[config.mk]
export PLATFORM = sky130hd
export DESIGN_NAME = countdown_timer
export DESIGN_NICKNAME = d
export VERILOG_FILES = /design/src/rtl/countdown_timer.sv
export SDC_FILE = /design/constraint.sdc
export NUM_CORES = 1
export LEC_CHECK = 0
export ABC_CLOCK_PERIOD_IN_PS = 2200
export CAP_MARGIN = 40
export CORE_MARGIN = 2
export CORE_UTILIZATION = 49
export DETAILED_ROUTE_END_ITERATION = 16
export GPL_TIMING_DRIVEN = 0
export HOLD_SLACK_MARGIN = 0.12
export PLACE_DENSITY = 0.78
export SETUP_SLACK_MARGIN = 0.3
export SLEW_MARGIN = 20
export SYNTH_ARGS = -nofsm -noshare
export SYNTH_HDL_FRONTEND = slang
export SYNTH_SLANG_ARGS = --single-unit
[constraint.sdc]
create_clock -name clock -period 2.2 [get_ports clock]
set_input_delay 0.44 -clock clock [delete_from_list [all_inputs] [get_ports clock]]
set_output_delay 0.44 -clock clock [all_outputs]
set_load 0.01 [all_outputs]
[src/rtl/countdown_timer.sv]
// countdown_timer: MM:SS.hh BCD countdown with preset load, pause and expiry alarm.
// Define CDT_AUTO_RELOAD_EN to reload the preset on expiry and pulse alarm instead of stopping.
module countdown_timer #(
  parameter int unsigned TICK_DIV = 500000
) (
  input  logic       clock,
  input  logic       reset,
  input  logic       start_stop,
  input  logic       load,
  input  logic [3:0] set_0,
  input  logic [3:0] set_1,
  input  logic [3:0] set_2,
  input  logic [3:0] set_3,
  input  logic [3:0] set_4,
  input  logic [3:0] set_5,
  output logic [3:0] digit_0,
  output logic [3:0] digit_1,
  output logic [3:0] digit_2,
  output logic [3:0] digit_3,
  output logic [3:0] digit_4,
  output logic [3:0] digit_5,
  output logic       running,
  output logic       alarm
);
  localparam int PW = (TICK_DIV > 2) ? $clog2(TICK_DIV) : 1;
  localparam logic [PW-1:0] PRE_LAST = PW'(TICK_DIV - 1);
  typedef enum logic [1:0] {IDLE, RUN, PAUSE, EXPIRED} state_t;
  state_t        state_q, state_d;
  logic [23:0]   cnt_q, cnt_d, preset_q, preset_d, set_cl;
  logic [PW-1:0] pre_q, pre_d;
  logic          alarm_q, alarm_d, running_q, running_d, tick;
  function automatic logic [3:0] clamp(input logic [3:0] v, input logic [3:0] m);
    return (v > m) ? m : v;
  endfunction
  function automatic logic [23:0] dec(input logic [23:0] c);
    logic [23:0] r;
    logic        b;
    r = c;
    b = 1'b1;
    for (int i = 0; i < 6; i++) begin
      if (b) begin
        if (c[4*i +: 4] == 4'd0) r[4*i +: 4] = (i == 3) ? 4'd5 : (i == 5) ? 4'd0 : 4'd9;
        else begin
          r[4*i +: 4] = c[4*i +: 4] - 4'd1;
          b = 1'b0;
        end
      end
    end
    return r;
  endfunction
  assign set_cl = {clamp(set_5, 4'd5), clamp(set_4, 4'd9), clamp(set_3, 4'd5),
                   clamp(set_2, 4'd9), clamp(set_1, 4'd9), clamp(set_0, 4'd9)};
  assign tick = (state_q == RUN) && (pre_q == PRE_LAST);
  assign {digit_5, digit_4, digit_3, digit_2, digit_1, digit_0} = cnt_q;
  assign running = running_q;
  assign alarm = alarm_q;
  // next-state: load overrides everything; RUN advances prescaler and counts down on tick
  always_comb begin
    state_d  = state_q;
    cnt_d    = cnt_q;
    preset_d = preset_q;
    pre_d    = pre_q;
`ifdef CDT_AUTO_RELOAD_EN
    alarm_d  = 1'b0;
`else
    alarm_d  = alarm_q;
`endif
    if (load) begin
      state_d  = IDLE;
      cnt_d    = set_cl;
      preset_d = set_cl;
      pre_d    = '0;
      alarm_d  = 1'b0;
    end else begin
      case (state_q)
        IDLE: if (start_stop && cnt_q != 24'd0) begin
          state_d = RUN;
          pre_d   = '0;
        end
        RUN: begin
          pre_d = tick ? '0 : pre_q + 1'b1;
          if (!start_stop) state_d = PAUSE;
          if (tick) begin
            if (cnt_q == 24'h000001) begin
              alarm_d = 1'b1;
`ifdef CDT_AUTO_RELOAD_EN
              cnt_d   = preset_q;
`else
              cnt_d   = 24'd0;
              state_d = EXPIRED;
`endif
            end else cnt_d = dec(cnt_q);
          end
        end
        PAUSE: if (start_stop) state_d = RUN;
        default: ;
      endcase
    end
    running_d = (state_d == RUN);
  end
  // state, count, preset, prescaler and registered status outputs
  always_ff @(posedge clock or negedge reset) begin
    if (!reset) begin
      state_q   <= IDLE;
      cnt_q     <= '0;
      preset_q  <= '0;
      pre_q     <= '0;
      alarm_q   <= 1'b0;
      running_q <= 1'b0;
    end else begin
      state_q   <= state_d;
      cnt_q     <= cnt_d;
      preset_q  <= preset_d;
      pre_q     <= pre_d;
      alarm_q   <= alarm_d;
      running_q <= running_d;
    end
  end
endmodule

==> run metrics <==
outcome finished with violations; failing checks setup timing; CTS root buffer clkbuf_8; Port Buffer Count 53; Post-synth EDFFs 0; # DRC 0; power density over the cells between 500 and 600 nW/um^2; most frequent cells in the layout 68 x buf_4, 51 x clkdlybuf4s50_1, 45 x dfrtp_1; dpl ws -0.607 ns; Period minus WS final around 2.3 ns; HPWL after DPL between 6000 and 7000 um; maximum VDD drop between 500 and 600 uV; Startpoint Class flip-flop; MaxCap Viol Count 0; Peak Freq between 400 and 500 MHz; Post-synth ARST share 1.00; flops & latches, synth between 40 and 50; reg2reg start cnt_q[5]; Compound-Gate Fraction of Synth Area 0.272; Worst Setup EP cnt_q[15]; vias after detailed routing between 4,000 and 5,000; Post-layout nets roughly 550; remaining antenna violation count 0; area growth from synthesis to layout 66.3%; RSZ-0062 raised after global routing yes; clk_lat worst skew roughly 0.32 ns; critical path arrival around 2.6 ns; # IOs 54; routed len/inst 25.2 um; Yosys cell types 69; most common cell after layout, fill and taps aside buf_4; largest family of logic cells by synthesized area compound AO/OA/AOI/OAI gates; initial detailed-routing violation count 640; chip width ~85 um; Initial Util 0.509; WS Path Type reg -> reg; fraction of synthesized area in multiplexers 0.0356; Synth Net Count between 300 and 400; routed wire length about 15,000 um; Final Hold Viols 0; XOR/XNOR share of the synthesized area 0; Post-Synthesis Cell Area roughly 3200 um^2; Post-Synth Adder-Cell Area 0.0387; Die H 85.2 um; Hold Path Class reg -> reg; P_leak about 2.2 nW; Cell Rows 29; gpl congestion ~0.87; worst reg-to-reg path cell count 12; Finished Layout Cells between 500 and 600; placed cell count roughly 490; worst setup margin -0.0990 ns; Clock Path Buffers 2; drt via density approximately 7.2; RR Endpoint cnt_q[15]; DR pass1 iterations 8; GRT Residual Overflow 0; actual slew at the worst max-slew pin approximately 0.49 ns; share of post-route cells with drive strength above 1 0.420; number of warnings issued by yosys 0; syn_area_per_cell 9.03 um^2; vias in the first global route around 3,800; Worst Path Max Fanout 7; first-pass GRT wire length about 19,000 um; Slew Limit Fails 0; core box area roughly 6300 um^2; simple-gate share of the synthesized area 0.227; total CTS buffers 5; GRT Overall Usage 0.331; clock sink count 47; R2R Setup Slk -0.1 ns; area of the die 7270 um^2; Final setup viols 15; CP Capture Type flip-flop; Slew headroom 0.671; Clock Skews roughly 0.013 ns; utilization after layout 0.847; initial antenna violation count 0; crit path launch cnt_q[5]; cell count after synthesis 358; CTS tree yes; diode count 0; Crit path required time 2.45 ns; largest net degree at the start of global routing 29; Final period util 1.04; register area share after synthesis 0.364; CTS H-Tree Depth 2; Primary FF master, synth dfrtp_1; clk slew on worst S/H paths ~0.10 ns
-- critical path, cell delays in order (launching register included) --
cell and delay, ns:
dfrtp_1 0.38, inv_2 0.07, ha_4 0.15, nor3b_4 0.14, buf_6 0.15, nand4_1 0.11
buf_6 0.13, buf_6 0.10, o21ai_4 0.12, buf_6 0.17, buf_6 0.11, or4_4 0.48
o22ai_2 0.11
-- worst min-delay path by stage --
stage	cells past startpoint	start	endpoint	slack, ns
floorplan	0	reset	alarm	0.14
global placement	1	pre_q[18]	pre_q[18]	0.47
detailed placement	1	reset	pre_q[2]	0.43
CTS	1	pre_q[18]	pre_q[18]	0.49
global route	1	pre_q[18]	pre_q[18]	0.56
finish	2	alarm	alarm	0.54
-- logic make-up after synthesis --
logic type | after synthesis
AO/OA/AOI/OAI | 125
AND/OR/NAND/NOR | 121
flip-flops | 47
buffers and inverters | 44
multiplexers | 11
adder cells (fa/ha/maj) | 10
-- synth_stat cells, types with 4 or more instances --
cell type  count  area [um^2]
clkbuf_1       6         22.5
o21bai_1       4         30.0
ha_1          10          125
o21ai_1        4         20.0
a211oi_1       6         45.0
nor2_1        26         97.6
a41oi_1        8         70.1
nor3b_2        4         50.1
and2_1         4         25.0
nand2_1       25         93.8
o22ai_1        4         25.0
dfrtp_1       47         1180
nor3_1         9         45.0
inv_1         28          105
a22oi_1        4         30.0
a21oi_1       23          115
o21ai_0       19         95.1
mux2i_1        7         70.1
nand4_1        8         50.1
nand3_1       13         65.1
mux2_2         4         45.0
a31oi_1       19          119
and4_1         4         35.0
o21a_1         4         30.0
-- per-layer routing --
layer  wire length [um]  global-route usage  vias up
li1                   -                   -     1675
met1               5250               0.420     1986
met2               6780               0.535      421
met3               1670              0.0720      144
met4               1090               0.162        0
met5                  0                   0        -
-- cell type report --
| class | count | area (um^2) |
|---|---|---|
| multi-input combinational | 267 | 2440 |
| timing repair buffer | 143 | 1330 |
| clock buffer | 6 | 72.6 |
| sequential | 47 | 1180 |
| tap | 77 | 96.3 |
| inverter | 28 | 105 |
| buffer | 16 | 146 |
| fill | 295 | 970 |
| clock inverter | 2 | 13.8 |
-- registers in the layout, summed over array words and instances (netlist names) --
| name | flops |
|---|---|
| pre_q | 19 |
| running | 1 |
| alarm | 1 |
| state_q | 2 |
| cnt_q | 24 |
-- repair_timing --
action                                  in CTS  in global routing
endpoints found under the setup margin      47                 48
gates resized for setup                     91                 47
pin swaps                                   30                 18
hold endpoints to repair                    19                  0
gates cloned                                 1                  0
setup buffers                               63                 24
hold buffers                                 1                  0
-- power by group --
group / internal, mW / switching, mW / total, mW
clock network: 0.226 / 0.339 / 0.564
logic: 0.824 / 0.746 / 1.57
registers: 0.953 / 0.128 / 1.08
total: 2.00 / 1.21 / 3.22
-- through the flow --
step	instance area, um^2	total power, mW	setup TNS [ns]	hold WS (ns)
after CTS	4920	2.86	0	0.494
final	5380	3.22	-0.564	0.537
after global routing	5380	3.30	-1.85	0.562
after detailed placement	3930	1.97	-10.81	0.431
after floorplan	3280	1.58	0	0.144
after global placement	3910	1.93	-41.12	0.475
(Power assumes the default switching activity.)
==> RTL change, RTL diff (same flow settings) <==
Encoding of `state_t`: now one-hot (4 bits for 4 states).
--- a/src/rtl/countdown_timer.sv
+++ b/src/rtl/countdown_timer.sv
@@ -24,7 +24,7 @@
 );
   localparam int PW = (TICK_DIV > 2) ? $clog2(TICK_DIV) : 1;
   localparam logic [PW-1:0] PRE_LAST = PW'(TICK_DIV - 1);
-  typedef enum logic [1:0] {IDLE, RUN, PAUSE, EXPIRED} state_t;
+  typedef enum logic [3:0] {IDLE = 4'b0001, RUN = 4'b0010, PAUSE = 4'b0100, EXPIRED = 4'b1000} state_t;
   state_t        state_q, state_d;
   logic [23:0]   cnt_q, cnt_d, preset_q, preset_d, set_cl;
   logic [PW-1:0] pre_q, pre_d;
Function: no difference found for any inputs over 10 cycles, from zero or initial values and one cycle with reset low; not proved beyond that.
==> RTL change against the unedited design <==
The run still ends with negative setup slack left. Worst setup slack worse by 77 ps. Cell count grew 0.85%. Non-clock buffer count decreased by 17. Area after synthesis up 4.0%. Combinational power fell by 9.6%. Total power up 5.7%. Wire length is 16% lower. Sequential cell count is 2 higher. Final area fell by 0.84%. Worst hold slack lost 410 ps. Global-route usage is 5.0 points lower. Critical path type unchanged. Largest power group unchanged. Highest routed layer unchanged.
==> RTL change: results (changes against the unedited design) <==
DR WL/cell 21.0 µm (was 25.2 µm); clock-net power 802 µW (was 564 µW); crit path capture cnt_q[22] (was cnt_q[15]); drt first-iter violations 295 (was 640); Tot Pwr 3400 µW (was 3220 µW); Yosys top cell area share 35.7% (was 36.4%); Max stage delay on crit path 430 ps (was 480 ps); syn nets 417 (was 396); vias in the first global route 3554 (was 3818); syn_area_per_cell 8.88 µm² (was 9.03 µm²); placed cell areas 0.00413 mm² (was 0.00393 mm²); share of layout cells above drive strength 1 37.2% (was 42.0%); setup ws final -176 ps (was -99.0 ps); setup_tns -1490 ps (was -564 ps); Worst Hold Slack 126 ps (was 537 ps); combinational fraction of design power 41.8% (was 48.9%); mux contribution to synthesized area 5.80% (was 3.56%); failing checks negative setup slack (unchanged); Hold Buf Count CTS 0 (was 1); Setup Skew 25.4 ps (was 12.9 ps); outcome finished with violations (unchanged); Largest regs cnt_q x24, pre_q x19, state_q x4 (was cnt_q x24, pre_q x19, state_q x2); Post-Synth XOR/XNOR Area 0.260% (was 0%); PwrDens 637 mW/mm² (was 598 mW/mm²); Global Route met3 Usage 4.36% (was 7.20%); Inst Count DP 512 (was 489); TritonRoute pass-1 iters 5 (was 8); fillers 372 (was 295); routed vias/inst 6.73 (was 7.21); post-synthesis compound-gate area fraction 24.1% (was 27.2%); GRT Overall Usage 28.1% (was 33.1%); Critical Path Fanout Max 3 (was 7); Post-synth top cells 48 x dfrtp_1, 29 x nand2_1, 25 x inv_1 (was 47 x dfrtp_1, 28 x inv_1, 26 x nor2_1); non-filler cells, final 591 (was 586); CP delay by family, top simple AND/OR/NAND/NOR gates (was buffers and inverters); Hold WC Path Type primary input to async pin (was flop to flop); Least-Margin Pin Slew 648 ps (was 494 ps); CP Launch Point cnt_q[16] (was cnt_q[5]); Setup-failing EPs final 19 (was 15); post-synthesis sequential area ratio 36.5% (was 36.4%); DPL Wire Length 6410 µm (was 6350 µm); Int Pwr 2250 µW (was 2000 µW); Synth Area in Adders 3.72% (was 3.87%); slowest CP cell dfrtp_1 (was or4_4); Placer Congestion 0.884 (was 0.867); nets 548 (was 546); Pleak 0.00217 µW (was 0.00216 µW); first-pass GRT wire length 16800 µm (was 19100 µm); M2 GR Usage 50.1% (was 53.5%)
## RTL change: cell types whose count changed after synthesis, moves of 5 or more
cell / unedited run / this run
a31oi_1: 19 / 14
nor2_1: 26 / 20
a41oi_1: 8 / 1
clkbuf_1: 6 / 11
a22oi_1: 4 / 11
a21oi_1: 23 / 18
and3_1: 3 / 9
nor3_1: 9 / 15
nand3_1: 13 / 18
mux2i_1: 7 / 15
nor3b_1: 1 / 9
## RTL change: timing repair
action                     4_1_cts  5_1_grt
gates cloned                     1        1
buffers inserted                41       28
pin swaps                       24       18
gates resized for setup         70       56
setup endpoints to repair       49       53
## RTL change: final cells by class
class,instances,area share [%]
well taps,80,1.88
clock buffers,5,1.29
clock inverters,3,1.22
plain buffers,18,2.86
multi-input cells,287,46.3
repair buffers,124,21.6
inverters,25,1.76
flip-flops and latches,49,23.2
## RTL change: routing by layer
metal	share of wire [%]	wire (µm)
met1	36	4470
met2	52	6410
met3	7.8	963
met4	4.5	556
met5	0	0
